File: config.mk
export PLATFORM = sky130hd
export DESIGN_NAME = hedios_controller_v2_flat
export DESIGN_NICKNAME = d
export VERILOG_FILES = /design/src/rtl/hedios_pkg.sv /design/src/rtl/hedios_controller_v2_if.sv /design/src/rtl/hedios_controller_v2.sv /design/src/flat_wrapper.sv
export SDC_FILE = /design/constraint.sdc
export NUM_CORES = 1
export LEC_CHECK = 0
export CAP_MARGIN = 20
export CORE_ASPECT_RATIO = 0.9
export CORE_MARGIN = 2
export CORE_UTILIZATION = 25
export DETAILED_ROUTE_END_ITERATION = 8
export PLACE_DENSITY = 0.55
export REMOVE_ABC_BUFFERS = 1
export SLEW_MARGIN = 10
export SYNTH_ARGS = -nofsm -noshare
export SYNTH_HDL_FRONTEND = slang
export SYNTH_SLANG_ARGS = --single-unit
File: constraint.sdc
create_clock -name clk -period 3.1 [get_ports clk]
set_clock_uncertainty 0.1 [all_clocks]
set_input_delay 0.62 -clock clk [delete_from_list [all_inputs] [get_ports clk]]
set_output_delay 0.62 -clock clk [all_outputs]
set_load 0.02 [all_outputs]
File: src/rtl/hedios_pkg.sv
// Hedios controller shared definitions: client/response command codes,
// error codes and the controller state encoding.
package hedios_pkg;

  // client -> endpoint commands
  localparam logic [7:0] CMD_PING             = 8'h01;
  localparam logic [7:0] CMD_UPDATE_SLOT      = 8'h02;
  localparam logic [7:0] CMD_UPDATE_ALL       = 8'h03;
  localparam logic [7:0] CMD_ASK_SLOT_COUNT   = 8'h04;
  localparam logic [7:0] CMD_ASK_ACTION_COUNT = 8'h05;
  localparam logic [7:0] CMD_UPDATE_RANGE     = 8'h06;
  localparam logic [7:0] CMD_RESET            = 8'h55;

  // endpoint -> client responses
  localparam logic [7:0] RSP_DONE           = 8'h02;
  localparam logic [7:0] RSP_PONG           = 8'h03;
  localparam logic [7:0] RSP_SLOT_COUNT     = 8'h05;
  localparam logic [7:0] RSP_ACTION_COUNT   = 8'h06;
  localparam logic [7:0] RSP_ERROR          = 8'h08;
  localparam logic [7:0] RSP_INVALID_SLOT   = 8'h09;
  localparam logic [7:0] RSP_INVALID_ACTION = 8'h0A;
  localparam logic [7:0] RSP_UNKNOWN        = 8'h0B;
  localparam logic [7:0] RSP_SLOT_BASE      = 8'h80;

  // payload of an ERROR response
  localparam int ERR_LOST_DATA = 1;

  typedef enum logic [2:0] {
    ST_IDLE,
    ST_POP,
    ST_DECODE,
    ST_TX_WAIT,
    ST_STREAM,
    ST_STREAM_GAP,
    ST_VAR_PULSE
  } state_t;

endpackage

File: src/rtl/hedios_controller_v2_if.sv
// Packet FIFO bundle between the Hedios controller and the serial rx/tx FIFOs.
//   rx_empty, rx_lost_data, rx_command, rx_data : rx FIFO status and head packet
//   rx_pop_packet                               : pop strobe to the rx FIFO
//   tx_full                                     : tx FIFO full
//   tx_command, tx_data, tx_push_packet         : response packet and push strobe
// master = controller side, slave = FIFO side.
interface hedios_controller_v2_if #(parameter int DATA_W = 32);
  logic              rx_empty;
  logic              rx_lost_data;
  logic [7:0]        rx_command;
  logic [DATA_W-1:0] rx_data;
  logic              rx_pop_packet;
  logic              tx_full;
  logic [7:0]        tx_command;
  logic [DATA_W-1:0] tx_data;
  logic              tx_push_packet;

  modport master (
    input  rx_empty, rx_lost_data, rx_command, rx_data, tx_full,
    output rx_pop_packet, tx_command, tx_data, tx_push_packet
  );

  modport slave (
    output rx_empty, rx_lost_data, rx_command, rx_data, tx_full,
    input  rx_pop_packet, tx_command, tx_data, tx_push_packet
  );
endinterface

File: src/rtl/hedios_controller_v2.sv
// Hedios command controller: pops client packets, decodes them, reads slots,
// fires action pulses and pushes response packets, honouring tx backpressure.
// Ports:
//   clk, rst_n            : clock, async active-low reset
//   bus (master)          : rx/tx packet FIFO bundle
//   rst_device            : one-cycle device reset request
//   slots                 : flat slot vector, slot i at [i*DATA_W +: DATA_W]
//   var_actions           : one-cycle pulses of parameterised actions
//   var_action_parameter  : latched action parameters, same flat layout
//   varless_actions       : one-cycle pulses of parameterless actions
//
// state         | meaning
// --------------|-------------------------------------------------------
// ST_IDLE       | report pending rx loss, else pop next packet
// ST_POP        | pop strobe out, head packet appears next cycle
// ST_DECODE     | decode head packet, load response or start action/stream
// ST_TX_WAIT    | hold loaded response until tx has room, then push it
// ST_STREAM     | push next slot of a range, or load DONE when finished
// ST_STREAM_GAP | spacer so stream pushes are never back-to-back
// ST_VAR_PULSE  | parameter already visible; pulse the var action
module hedios_controller_v2
  import hedios_pkg::*;
#(
  parameter int DATA_W               = 32,
  parameter int SLOT_COUNT           = 4,
  parameter int VAR_ACTION_COUNT     = 2,
  parameter int VARLESS_ACTION_COUNT = 2
) (
  input  logic                               clk,
  input  logic                               rst_n,
  hedios_controller_v2_if.master             bus,
  output logic                               rst_device,
  input  logic [SLOT_COUNT*DATA_W-1:0]       slots,
  output logic [VAR_ACTION_COUNT-1:0]        var_actions,
  output logic [VAR_ACTION_COUNT*DATA_W-1:0] var_action_parameter,
  output logic [VARLESS_ACTION_COUNT-1:0]    varless_actions
);

  localparam logic [7:0] SLOT_COUNT_B = 8'(SLOT_COUNT);
  localparam logic [7:0] VAR_COUNT_B  = 8'(VAR_ACTION_COUNT);
  localparam logic [7:0] VL_COUNT_B   = 8'(VARLESS_ACTION_COUNT);

  state_t state_q, state_d;
  logic pop_q, pop_d, push_q, push_d, rst_dev_q, rst_dev_d;
  logic [7:0] tx_cmd_q, tx_cmd_d;
  logic [DATA_W-1:0] tx_data_q, tx_data_d;
  logic [VAR_ACTION_COUNT-1:0] var_q, var_d;
  logic [VARLESS_ACTION_COUNT-1:0] vl_q, vl_d;
  logic [VAR_ACTION_COUNT*DATA_W-1:0] param_q;
  logic [7:0] cur_q, cur_d, end_q, end_d, cnt_q, cnt_d;
  logic [5:0] act_idx_q, act_idx_d;
  logic param_we, lost_q, lost_clr;

  logic [7:0] cmd;
  logic [15:0] rx_lo;
  logic [7:0] sel_idx;
  logic [DATA_W-1:0] slot_sel;
  logic [7:0] rng_start, rng_count;
  logic [8:0] rng_end;

  assign cmd   = bus.rx_command;
  assign rx_lo = 16'(bus.rx_data);   // zero-extends narrow payloads

  // One slot mux shared by single-slot reads (DECODE) and streaming.
  assign sel_idx = (state_q == ST_DECODE) ? {1'b0, rx_lo[6:0]} : cur_q;

  always_comb begin
    slot_sel = '0;
    for (int i = 0; i < SLOT_COUNT; i++) begin
      if (sel_idx == 8'(i)) slot_sel = slots[i*DATA_W +: DATA_W];
    end
  end

  // UPDATE_ALL is a range covering every slot.
  always_comb begin
    if (cmd == CMD_UPDATE_ALL) begin
      rng_start = 8'd0;
      rng_count = SLOT_COUNT_B;
    end else begin
      rng_start = rx_lo[7:0];
      rng_count = rx_lo[15:8];
    end
    rng_end = {1'b0, rng_start} + {1'b0, rng_count};
  end

  always_comb begin
    state_d   = state_q;
    pop_d     = 1'b0;
    push_d    = 1'b0;
    rst_dev_d = 1'b0;
    var_d     = '0;
    vl_d      = '0;
    tx_cmd_d  = tx_cmd_q;
    tx_data_d = tx_data_q;
    cur_d     = cur_q;
    end_d     = end_q;
    cnt_d     = cnt_q;
    act_idx_d = act_idx_q;
    param_we  = 1'b0;
    lost_clr  = 1'b0;

    case (state_q)
      ST_IDLE: begin
        if (lost_q) begin
          tx_cmd_d  = RSP_ERROR;
          tx_data_d = DATA_W'(ERR_LOST_DATA);
          lost_clr  = 1'b1;
          state_d   = ST_TX_WAIT;
        end else if (!bus.rx_empty) begin
          pop_d   = 1'b1;
          state_d = ST_POP;
        end
      end

      ST_POP: state_d = ST_DECODE;

      ST_DECODE: begin
        state_d = ST_TX_WAIT;
        if (cmd[7]) begin
          act_idx_d = cmd[5:0];
          if (cmd[6] && ({2'b00, cmd[5:0]} < VAR_COUNT_B)) begin
            param_we = 1'b1;
            state_d  = ST_VAR_PULSE;
          end else if (!cmd[6] && ({2'b00, cmd[5:0]} < VL_COUNT_B)) begin
            for (int i = 0; i < VARLESS_ACTION_COUNT; i++) begin
              vl_d[i] = (8'(i) == {2'b00, cmd[5:0]});
            end
            state_d = ST_IDLE;
          end else begin
            tx_cmd_d  = RSP_INVALID_ACTION;
            tx_data_d = DATA_W'(cmd[5:0]);
          end
        end else begin
          case (cmd)
            CMD_PING: begin
              tx_cmd_d  = RSP_PONG;
              tx_data_d = '0;
            end
            CMD_UPDATE_SLOT: begin
              if ({1'b0, rx_lo[6:0]} < SLOT_COUNT_B) begin
                tx_cmd_d  = RSP_SLOT_BASE | {1'b0, rx_lo[6:0]};
                tx_data_d = slot_sel;
              end else begin
                tx_cmd_d  = RSP_INVALID_SLOT;
                tx_data_d = DATA_W'(rx_lo[6:0]);
              end
            end
            CMD_UPDATE_ALL, CMD_UPDATE_RANGE: begin
              if (rng_end > 9'(SLOT_COUNT)) begin
                tx_cmd_d  = RSP_INVALID_SLOT;
                tx_data_d = DATA_W'(rng_start);
              end else if (rng_count == 8'd0) begin
                tx_cmd_d  = RSP_DONE;
                tx_data_d = '0;
              end else begin
                cur_d   = rng_start;
                end_d   = rng_end[7:0];
                cnt_d   = rng_count;
                state_d = ST_STREAM;
              end
            end
            CMD_ASK_SLOT_COUNT: begin
              tx_cmd_d  = RSP_SLOT_COUNT;
              tx_data_d = DATA_W'(SLOT_COUNT_B);
            end
            CMD_ASK_ACTION_COUNT: begin
              tx_cmd_d  = RSP_ACTION_COUNT;
              tx_data_d = DATA_W'({VL_COUNT_B, VAR_COUNT_B});
            end
            CMD_RESET: begin
              rst_dev_d = 1'b1;
              state_d   = ST_IDLE;
            end
            default: begin
              tx_cmd_d  = RSP_UNKNOWN;
              tx_data_d = DATA_W'(cmd);
            end
          endcase
        end
      end

      ST_TX_WAIT: begin
        if (!bus.tx_full) begin
          push_d  = 1'b1;
          state_d = ST_IDLE;
        end
      end

      ST_STREAM: begin
        if (cur_q == end_q) begin
          tx_cmd_d  = RSP_DONE;
          tx_data_d = DATA_W'(cnt_q);
          state_d   = ST_TX_WAIT;
        end else if (!bus.tx_full) begin
          tx_cmd_d  = RSP_SLOT_BASE | {1'b0, cur_q[6:0]};
          tx_data_d = slot_sel;
          push_d    = 1'b1;
          cur_d     = cur_q + 8'd1;
          state_d   = ST_STREAM_GAP;
        end
      end

      ST_STREAM_GAP: state_d = ST_STREAM;

      ST_VAR_PULSE: begin
        for (int i = 0; i < VAR_ACTION_COUNT; i++) begin
          var_d[i] = (8'(i) == {2'b00, act_idx_q});
        end
        state_d = ST_IDLE;
      end

      default: state_d = ST_IDLE;
    endcase
  end

  always_ff @(posedge clk or negedge rst_n) begin
    if (!rst_n) begin
      state_q   <= ST_IDLE;
      pop_q     <= 1'b0;
      push_q    <= 1'b0;
      rst_dev_q <= 1'b0;
      tx_cmd_q  <= '0;
      tx_data_q <= '0;
      var_q     <= '0;
      vl_q      <= '0;
      param_q   <= '0;
      cur_q     <= '0;
      end_q     <= '0;
      cnt_q     <= '0;
      act_idx_q <= '0;
      lost_q    <= 1'b0;
    end else begin
      state_q   <= state_d;
      pop_q     <= pop_d;
      push_q    <= push_d;
      rst_dev_q <= rst_dev_d;
      tx_cmd_q  <= tx_cmd_d;
      tx_data_q <= tx_data_d;
      var_q     <= var_d;
      vl_q      <= vl_d;
      cur_q     <= cur_d;
      end_q     <= end_d;
      cnt_q     <= cnt_d;
      act_idx_q <= act_idx_d;
      // a new loss in the same cycle as the report keeps the flag set
      lost_q    <= bus.rx_lost_data | (lost_q & ~lost_clr);
      if (param_we) begin
        for (int i = 0; i < VAR_ACTION_COUNT; i++) begin
          if (8'(i) == {2'b00, act_idx_d}) param_q[i*DATA_W +: DATA_W] <= bus.rx_data;
        end
      end
    end
  end

  assign bus.rx_pop_packet  = pop_q;
  assign bus.tx_push_packet = push_q;
  assign bus.tx_command     = tx_cmd_q;
  assign bus.tx_data        = tx_data_q;
  assign rst_device           = rst_dev_q;
  assign var_actions          = var_q;
  assign varless_actions      = vl_q;
  assign var_action_parameter = param_q;

endmodule

File: src/flat_wrapper.sv
// flat-port wrapper written by rule: the top's interface ports become plain ports
module hedios_controller_v2_flat import hedios_pkg::*;
#(
  parameter int DATA_W               = 32,
  parameter int SLOT_COUNT           = 4,
  parameter int VAR_ACTION_COUNT     = 2,
  parameter int VARLESS_ACTION_COUNT = 2
)
  (clk, rst_n, rst_device, slots, var_actions, var_action_parameter, varless_actions, bus_rx_empty, bus_rx_lost_data, bus_rx_command, bus_rx_data, bus_tx_full, bus_rx_pop_packet, bus_tx_command, bus_tx_data, bus_tx_push_packet);
  hedios_controller_v2_if #(.DATA_W(DATA_W)) bus_i ();
  input  logic clk;
  input  logic rst_n;
  output logic rst_device;
  input  logic [SLOT_COUNT*DATA_W-1:0] slots;
  output logic [VAR_ACTION_COUNT-1:0] var_actions;
  output logic [VAR_ACTION_COUNT*DATA_W-1:0] var_action_parameter;
  output logic [VARLESS_ACTION_COUNT-1:0] varless_actions;
  input wire logic [$bits(bus_i.rx_empty)-1:0] bus_rx_empty;
  input wire logic [$bits(bus_i.rx_lost_data)-1:0] bus_rx_lost_data;
  input wire logic [$bits(bus_i.rx_command)-1:0] bus_rx_command;
  input wire logic [$bits(bus_i.rx_data)-1:0] bus_rx_data;
  input wire logic [$bits(bus_i.tx_full)-1:0] bus_tx_full;
  output wire logic [$bits(bus_i.rx_pop_packet)-1:0] bus_rx_pop_packet;
  output wire logic [$bits(bus_i.tx_command)-1:0] bus_tx_command;
  output wire logic [$bits(bus_i.tx_data)-1:0] bus_tx_data;
  output wire logic [$bits(bus_i.tx_push_packet)-1:0] bus_tx_push_packet;
  assign bus_i.rx_empty = bus_rx_empty;
  assign bus_i.rx_lost_data = bus_rx_lost_data;
  assign bus_i.rx_command = bus_rx_command;
  assign bus_i.rx_data = bus_rx_data;
  assign bus_i.tx_full = bus_tx_full;
  assign bus_rx_pop_packet = bus_i.rx_pop_packet;
  assign bus_tx_command = bus_i.tx_command;
  assign bus_tx_data = bus_i.tx_data;
  assign bus_tx_push_packet = bus_i.tx_push_packet;
  hedios_controller_v2 #(.DATA_W(DATA_W), .SLOT_COUNT(SLOT_COUNT), .VAR_ACTION_COUNT(VAR_ACTION_COUNT), .VARLESS_ACTION_COUNT(VARLESS_ACTION_COUNT)) u_core (.clk(clk), .rst_n(rst_n), .bus(bus_i), .rst_device(rst_device), .slots(slots), .var_actions(var_actions), .var_action_parameter(var_action_parameter), .varless_actions(varless_actions));
endmodule
==> impl_metrics.toml, run 1 <==
[grt]
grt_max_degree = 57
track_usage = 0.188
grt-ovfl-total = 0
grt_pass1_vias = 8520
grt_pass1_wl_um = 49800
antenna_found_initial = 0

[synth]
synth-seq-cells = 145
yosysWarningCount = 0
synth_top_area_share = 0.447
syn_avg_cell_area_um2 = 10.1
ys_types = 70
synth_area_leaders = "dfrtp_1 (45%), mux2_2 (10%), nand2_1 (3.7%)"
synth_top_area_cell = "dfrtp_1"
postSynthCellCount = 806
synthFlopType = "dfrtp_1"
syn_area_um2 = 8120
ys_seq_area_frac = 0.447
synthArstFlopShare = 1.00
synth_edf_count = 0

[clock_network]
cts_tree = "built"
htree_levels = 4
clock_path_buffers = 2
clock_latency_ps = 430
cts_root_buffer = "clkbuf_16"
holdBufCountCts = 0
numCtsBuffers = 17
clkTransAtPathRegs_ps = 60
clkSinkCount = 145

[pwr]
switching_power_mw = 2.83
switching_share = 0.352
pwr-share-clk = 0.277
p_leak_nw = 5.97
p_int_mw = 5.19
ir_drop_uv = 428
p_seq_frac = 0.288
finalPower_mw = 8.02
power-per-cell-area_nw_per_um2 = 564
p_comb_frac = 0.435

[routing]
drc = 0
drt_iter0_markers = 498
ant_nets = 0
firstDrtPassIters = 5
routedWlPerCell_um = 20.0
detail_route.wirelength_um = 32900
vias = 8267
post_drt_via_cell_ratio = 5.02

[critical_path]
cp_top_family = "simple AND/OR/NAND/NOR gates"
critPathMaxFanout = 13
crit_end = "u_core.cur_q[5]"
critPathLaunchType = "input port"
r2r-start = "u_core.cur_q[7]"
crit_path_end_kind = "register"
critPathLaunch = "bus_rx_command[4]"
critical_path_class = "in2reg"
ff2ff_path_depth = 8
crit_buf_inv = 8
cp_slowest_cell = "or3_4"
path_cells = "buf_6, or3_4, or3_4, buf_8, buf_6, nand2_4, inv_4, ha_4, inv_4, or3_4, a31o_4, buf_6, o211ai_1, nand2_1, buf_12, buf_6, a211oi_2"
rrSetupSlack_ps = -100
crit_arrival_ps = 3960
crit_top_cell = "buf_6"
required_ps = 3340
r2r_end = "u_core.bus.tx_data[1]"
max_stage_delay_ps = 440
path_depth = 17

[sta]
final_min_period_over_clock_period = 1.20
timing.fmax_mhz = 268
setup_viol = 67
holdWs_ps = 41.3
fin_ws_ps = -627
max_slew_margin = 0.329
min_period_ps = 3730
maxSlewViolCount = 0
worstMarginPinSlew_ps = 998
hold_violations = 0
rsz0062_at_grt = "yes"

[final_layout]
design_area_um2 = 14200
drive_above_1_share = 0.337
fin_util = 0.445
antenna_cells = 0
seq_area_um2 = 3630
fillers = 3046
multi_input_area_um2 = 4920
layout_common_cells = "clkdlybuf4s50_1 (274), dfrtp_1 (145), buf_4 (129)"
area_growth_syn_to_layout_pct = 75.2
mostFrequentLayoutCell = "clkdlybuf4s50_1"
finalNetCount = 1400

[floorplanning]
die_h_um = 175
core_area_um2 = 32000
dieArea_um2 = 33900
die_x_um = 194
ioPinCount = 284
start_util = 0.254
num_rows = 62

[placed_design]
place_hpwl_um = 23800
gp_congestion = 0.966
io_buffers = 283
dpl_cell_area_um2 = 12300

[run_status]
outcome = "finished with violations"
violations = "negative setup slack"

[job]
maxCapViolations = 0

[worst_hold_path]
hold_path_class = "in2async"
## state kept, by name (all words and copies together), names as in the netlist
name	flops
u_core.state_q	3
u_core.bus.rx_pop_packet	1
u_core.bus.tx_push_packet	1
u_core.lost_q	1
u_core.cnt_q	8
u_core.rst_device	1
u_core.bus.tx_command	8
u_core.bus.tx_data	32
u_core.end_q	8
u_core.var_actions	2
u_core.varless_actions	2
u_core.var_action_parameter	64
u_core.cur_q	8
u_core.act_idx_q	6
## stage by stage
step / TNS (ps) / setup slack (ps) / std cells
floorplan: -136760 / -2250 / 744
global placement: -88370 / -1490 / 1576
detailed placement: -96160 / -1550 / 1576
CTS: -30340 / -560 / 1639
global route: -38040 / -675 / 1646
finish: -33780 / -627 / 1646
## power by group through the flow
stage / logic [mW] / clock network [mW] / registers, mW
final: 3.49 / 2.22 / 2.31
after CTS: 3.09 / 2.29 / 2.30
after global routing: 3.69 / 2.36 / 2.33
after global placement: 2.29 / 0 / 2.33
after detailed placement: 2.30 / 0 / 2.33
after floorplan: 0.891 / 0 / 2.44
## routing by layer
layer  share of wire  global-route usage  up-vias
li1                -                   -     3855
met1            0.42               0.238     4049
met2            0.48               0.308      319
met3           0.067              0.0550       44
met4           0.026              0.0666        0
met5               0                   0        -
## synthesized netlist by cell type, types with 3 or more instances
cell type  number
nand3b_1        6
a21oi_1        35
and3_1          3
a31oi_1        16
nor4_2          4
mux2_1          9
nor2_1         57
a221oi_1       25
nand2b_1        5
clkbuf_1       33
dfrtp_1       145
nor3_1          9
a211oi_1        7
nand3_1        25
o21ai_0        21
or3_1           7
o21ai_1        10
nor2b_1         8
o21a_1          4
ha_1            9
and2_1         23
a22oi_1        38
xor2_1          8
xnor2_1         4
o31ai_2        10
nor4_1          9
mux2_2         75
nand2_1        80
o211ai_1        4
inv_1           7
buf_4           4
buf_2          20
nand4_1         8
o31ai_1        17
mux2i_1         7
o221ai_1        4
buf_6           3
## worst reg2reg max path, delay by kind of cell, from the launching register on
family	cells	cell delay [ps]
compound gates	5	1890
flops	1	440
mux	1	90
simple gates	2	580
## area by class of cell
cell class,instances,area share
sequential,145,0.255
clock buffer,19,0.0318
inverter,8,0.00282
timing repair buffer,455,0.315
tap,416,0.0366
multi-input combinational,591,0.346
clock inverter,12,0.0121
## logic make-up (layout without fill, tap and decap cells)
family / Yosys count / count (layout) / share of synthesized area
flops: 145 / 145 / 0.447
xor+xnor: 12 / 12 / 0.0129
simple gates: 263 / 263 / 0.166
fa+ha+maj: 10 / 10 / 0.0151
buf+inv: 70 / 494 / 0.0401
compound gates: 215 / 215 / 0.193
mux: 91 / 91 / 0.125
## timing repair
action	CTS	global route
pin swaps	36	35
hold endpoints to repair	0	0
endpoints found under the setup margin	67	67
gates resized for setup	132	76
gates cloned	7	4
buffers inserted	26	4
## how the worst min path moves through the flow
stage                        startpoint                              end  depth (start not counted)  slack (ps)
floorplan                         rst_n              u_core.act_idx_q[0]                          0         220
global placement    u_core.act_idx_q[0]            u_core.var_actions[0]                          1         320
detailed placement  u_core.act_idx_q[0]            u_core.var_actions[0]                          1         330
CTS                               rst_n  u_core.var_action_parameter[57]                          1          80
global route                      rst_n  u_core.var_action_parameter[18]                          1          90
finish                            rst_n  u_core.var_action_parameter[57]                          1          40
Note: power is estimated with default switching activity, not from simulation.
==> run 2: changes to the inputs <==
--- a/config.mk
+++ b/config.mk
@@ -14,2 +14,3 @@
 export REMOVE_ABC_BUFFERS = 1
+export SKIP_LAST_GASP = 1
 export SLEW_MARGIN = 10
==> constraint.sdc (replaced) <==
create_clock -name clk -period 3.1 [get_ports clk]
set_clock_uncertainty 0.1 [all_clocks]
set_input_delay 0.465 -clock clk [delete_from_list [all_inputs] [get_ports clk]]
set_output_delay 0.465 -clock clk [all_outputs]
set_load 0.02 [all_outputs]
==> run 2 against run 1 <==
- the run still ends with negative setup slack left
- global-route usage is 0.68 points lower
- combinational power down 28%
- flip-flop and latch count is the same
- critical path depth down 2
- final cell count fell by 1.9%
- clock power down 7%
- clock-buffer cell count unchanged
- die area unchanged
- largest power group unchanged
- highest routed layer unchanged
==> impl_metrics.toml, run 2 (synthesized netlist as in run 1, its figures left out) <==
[run_status]
outcome = "finished with violations"
violations = "negative setup slack"

[pwr]
switching_share = 0.349
power-per-cell-area_nw_per_um2 = 510
p_int_mw = 4.48
p_seq_frac = 0.337
switching_power_mw = 2.41
pwr-share-clk = 0.300
ir_drop_uv = 521
p_comb_frac = 0.362
p_leak_nw = 5.59

[sta]
fin_ws_ps = -375
max_slew_margin = 0.335
worstMarginPinSlew_ps = 989
setup_viol = 67
final_min_period_over_clock_period = 1.12
min_period_ps = 3470
hold_violations = 0
maxSlewViolCount = 0
rsz0062_at_grt = "yes"
timing.fmax_mhz = 288

[clock_network]
clock_latency_ps = 440
clkTransAtPathRegs_ps = 70
clkSinkCount = 145
clock_path_buffers = 2
cts_tree = "built"
numCtsBuffers = 17
htree_levels = 4
cts_root_buffer = "clkbuf_16"

[final_layout]
finalNetCount = 1369
mostFrequentLayoutCell = "clkdlybuf4s50_1"
antenna_cells = 0
layout_common_cells = "clkdlybuf4s50_1 (274), dfrtp_1 (145), buf_4 (117)"
largest_reg_flops = 64
fillers = 3120
area_growth_syn_to_layout_pct = 66.5
drive_above_1_share = 0.294
final_cells = 1614

[floorplanning]
ioPinCount = 284
num_rows = 62
die_h_um = 175
start_util = 0.254
dieArea_um2 = 33900
core_area_um2 = 32000
die_x_um = 194

[placed_design]
gp_congestion = 0.892
place_hpwl_um = 23900
place_inst = 1561
place_ws_ps = -1410
io_buffers = 283

[critical_path]
critPathLaunch = "bus_rx_command[3]"
rrSetupSlack_ps = 110
cp_slowest_cell = "or3_4"
critPathLaunchType = "input port"
crit_arrival_ps = 3700
path_cells = "buf_6, or3_4, or3_4, buf_8, and2_4, ha_4, a211oi_2, nor2_1, mux2i_1, nor4_1, buf_4, o21a_4, a21oi_2, or3b_1, mux2_4"
cp_top_family = "simple AND/OR/NAND/NOR gates"
crit_path_end_kind = "register"
max_stage_delay_ps = 420
crit_top_cell = "or3_4"
crit_buf_inv = 3
r2r-start = "u_core.state_q[0]"
critical_path_class = "in2reg"
required_ps = 3320
critPathMaxFanout = 7

[worst_hold_path]
hold_path.startpoint = "bus_rx_command[3]"
hold_path_class = "in2reg"

[grt]
grt_pass1_wl_um = 48100
gr-usage-met1 = 0.231
met3_usage = 0.0535
track_usage = 0.182
grt_max_degree = 54
grt_pass1_vias = 8239
antenna_found_initial = 1
grt_most_used_layer = "met2"
grt-ovfl-total = 0
grt_use_met2 = 0.300

[routing]
detail_route.wirelength_um = 31300
vias = 8023
post_drt_via_cell_ratio = 4.97
ant_nets = 0
drc = 0
routedWlPerCell_um = 19.4
firstDrtPassIters = 5
drt_iter0_markers = 492

[job]
maxCapViolations = 0
-- run 2: cell count changes in the layout (fill, tap and decap cells not counted), moves of 3 or more --
cell,delta
clkbuf_16,-3
buf_4,-12
buf_16,-5
o21ai_0,+3
nor2_4,+3
o31ai_1,+6
o31ai_4,-9
buf_6,-9
clkinvlp_4,+4
nand2_2,-13
nand2_4,-11
o21ai_1,-3
o31ai_2,+3
nand2_1,+24
-- run 2: final timing paths --
path | endpoint | cells past startpoint
worst max-delay path | u_core.bus.tx_data[6] | 15
worst min-delay path | u_core.act_idx_q[3] | 3
worst max register to register | u_core.bus.tx_data[1] | 10
worst min register to register | u_core.var_actions[0] | 1
max in group asynchronous | u_core.bus.tx_data[20] | 3
min in group asynchronous | u_core.var_action_parameter[17] | 2
-- run 2: layout make-up --
cell class | count | area (um2) | area share
multi-input cells | 591 | 4720 | 0.349
clock buffers | 19 | 443 | 0.0328
repair buffers | 424 | 4030 | 0.298
inverters | 8 | 37.5 | 0.00278
flip-flops and latches | 145 | 3630 | 0.269
clock inverters | 11 | 133 | 0.00982
well taps | 416 | 520 | 0.0385
-- run 2: per-stage QoR --
step,utilization,hold WS [ps],area (um2),TNS (ps),total power [mW]
finish,0.423,270,13500,-19860,6.89
global route,0.423,260,13500,-25670,7.24
CTS,0.416,281,13300,-19510,6.83
detailed placement,0.381,322,12200,-83970,4.58
global placement,0.381,319,12200,-76340,4.57
floorplan,-,69.4,7820,-126380,3.33
-- run 2: power by group through the flow --
stage / Clock, mW / Sequential [mW] / Combinational [mW]
3_3_place_gp: 0 / 2.34 / 2.24
2_1_floorplan: 0 / 2.44 / 0.891
6_report: 2.07 / 2.33 / 2.50
5_1_grt: 2.21 / 2.35 / 2.68
3_5_place_dp: 0 / 2.34 / 2.24
4_1_cts: 2.13 / 2.32 / 2.39
-- run 2: layer usage --
| layer | vias up | part of all wire |
|---|---|---|
| met2 | 280 | 0.48 |
| met1 | 3919 | 0.43 |
| met5 | - | 0 |
| met3 | 37 | 0.069 |
| met4 | 0 | 0.019 |
| li1 | 3787 | - |
-- run 2: worst reg2reg max path, stage by stage (launching register included) --
cell and delay (ps):
dfrtp_1 450, or3b_1 580, buf_4 250, nand3_1 130, o32ai_4 110, buf_4 180, a221o_1 410, a21oi_1 180
o21ai_0 100, a21oi_1 290, o31ai_2 90
-- run 2: what timing repair did --
action | in CTS | in global routing
resized for setup | 107 | 35
cloned | 2 | 1
hold buffers | 1 | 0
setup buffers | 15 | 5
pin swaps | 36 | 21
endpoints found under the setup margin | 67 | 67
endpoints found under the hold margin | 40 | 0
==> run 3: changes to the inputs <==
SETUP_SLACK_MARGIN = 0.5   (was not set)
==> run 3 against run 2 <==
- the run still ends with negative setup slack left
- setup slack improved by 1.0 ps
- non-clock buffer count increased by 1
- sequential power about the same
- sequential share of layout area decreased by 0.084 points
- final cell count about the same
- final area increased by 0.31%
- wire length decreased by 0.13%
- combinational power about the same
- maximum frequency about the same
- register-to-register slack got worse by 30 ps
- largest cell class unchanged
==> impl_metrics.toml, run 3 (synthesized netlist as in run 1, its figures left out) <==
[run_status]
outcome = "finished with violations"
violations = "negative setup slack"

[routing]
drc = 0
routedWlPerCell_um = 19.4
post_drt_via_cell_ratio = 4.98
ant_nets = 0
firstDrtPassIters = 6
vias = 8035
drt_iter0_markers = 452
detail_route.wirelength_um = 31300

[critical_path]
critPathLaunchType = "input port"
crit_path_end_kind = "register"
required_ps = 3320
critical_path_class = "in2reg"
critPathMaxFanout = 7
crit_arrival_ps = 3700

[clock_network]
numCtsBuffers = 17
clkTransAtPathRegs_ps = 70
clkSinkCount = 145
cts_root_buffer = "clkbuf_16"
htree_levels = 4
clock_latency_ps = 440
cts_tree = "built"
clock_path_buffers = 2

[placed_design]
place_ws_ps = -1410
place_hpwl_um = 23900
io_buffers = 283
gp_congestion = 0.892

[pwr]
ir_drop_uv = 521
finalPower_mw = 6.91
power-per-cell-area_nw_per_um2 = 510
p_leak_nw = 5.60

[sta]
timing.fmax_mhz = 288
maxSlewViolCount = 0
worstMarginPinSlew_ps = 988
min_period_ps = 3470
final_min_period_over_clock_period = 1.12
fin_ws_ps = -374
hold_violations = 0
setup_viol = 67
max_slew_margin = 0.336
rsz0062_at_grt = "yes"

[floorplanning]
core_area_um2 = 32000
start_util = 0.254
num_rows = 62
ioPinCount = 284
die_x_um = 194
dieArea_um2 = 33900
die_h_um = 175

[worst_hold_path]
hold_path_class = "in2reg"

[final_layout]
largest_reg_flops = 64
drive_above_1_share = 0.295
seq_area_um2 = 3630
area_growth_syn_to_layout_pct = 67.0
mostFrequentLayoutCell = "clkdlybuf4s50_1"
multi_input_area_um2 = 4730
layout_common_cells = "clkdlybuf4s50_1 (274), dfrtp_1 (145), buf_4 (117)"
finalNetCount = 1370
antenna_cells = 0
fillers = 3115

[grt]
grt_pass1_wl_um = 48100
grt_max_degree = 54
gr-usage-met1 = 0.231
grt_most_used_layer = "met2"
grt_pass1_vias = 8239
grt_use_met2 = 0.300
track_usage = 0.182
grt-ovfl-total = 0
met3_usage = 0.0535
antenna_found_initial = 1

[job]
maxCapViolations = 0
[run 3: cell types whose count changed in the layout (fill, tap and decap cells not counted)]
cell | previous run | this run
o21ai_1 | 12 | 11
o21ai_2 | 4 | 5
nor2_4 | 6 | 7
buf_16 | 0 | 1
nor3b_4 | 0 | 1
nor3b_2 | 1 | 0
nor2_2 | 1 | 0
[run 3: path summary, 6_finish.rpt]
| check | from | endpoint | slack (ps) | cells after the start |
|---|---|---|---|---|
| worst max-delay path | bus_rx_command[3] | u_core.bus.tx_data[6] | -370 | 15 |
| worst min-delay path | bus_rx_command[3] | u_core.act_idx_q[3] | 270 | 3 |
| worst max register to register | u_core.state_q[0] | u_core.bus.tx_data[1] | 80 | 10 |
| worst min register to register | u_core.act_idx_q[0] | u_core.var_actions[0] | 340 | 1 |
| max in group asynchronous | rst_n | u_core.bus.tx_data[20] | 1690 | 3 |
| min in group asynchronous | rst_n | u_core.var_action_parameter[17] | 420 | 2 |
[run 3: what timing repair did]
action | 4_1_cts | 5_1_grt
gates resized for setup | 107 | 38
endpoints found under the hold margin | 40 | 0
endpoints found under the setup margin | 67 | 99
cloned | 2 | 1
pin swaps | 36 | 18
hold buffers | 1 | 0
setup buffers | 15 | 5
[run 3: routing by layer]
layer	wire, um	up-vias
met5	0	-
li1	-	3791
met2	14900	271
met4	641	0
met3	2140	40
met1	13600	3933
[run 3: layout make-up]
| class | instances | area share |
|---|---|---|
| multi-input combinational | 591 | 0.349 |
| timing repair buffer | 425 | 0.300 |
| sequential | 145 | 0.268 |
| tap | 416 | 0.0384 |
| clock buffer | 19 | 0.0327 |
| clock inverter | 11 | 0.00979 |
| inverter | 8 | 0.00277 |
[run 3: critical path: stages]
cell,delay [ps]
buf_6,90
or3_4,380
or3_4,420
buf_8,160
and2_4,150
ha_4,260
a211oi_2,260
nor2_1,90
mux2i_1,120
nor4_1,310
buf_4,190
o21a_4,150
a21oi_2,50
or3b_1,340
mux2_4,260
[run 3: per-stage QoR]
step           TNS (ps)  hold WS [ps]  instance area [um2]  std cells   util
2_1_floorplan   -126380          69.4                 7820        744      -
3_3_place_gp     -76340           319                12200       1561  0.381
3_5_place_dp     -83970           322                12200       1561  0.381
4_1_cts          -19510           281                13300       1609  0.416
5_1_grt          -25900           260                13600       1615  0.424
6_report         -20160           274                13600       1615  0.424
[run 3: report_power, final]
| group | switching [mW] | internal (mW) | total, mW |
|---|---|---|---|
| logic | 1.32 | 1.19 | 2.52 |
| registers | 0.223 | 2.10 | 2.33 |
| clock network | 0.864 | 1.20 | 2.07 |
| total | 2.41 | 4.50 | 6.91 |
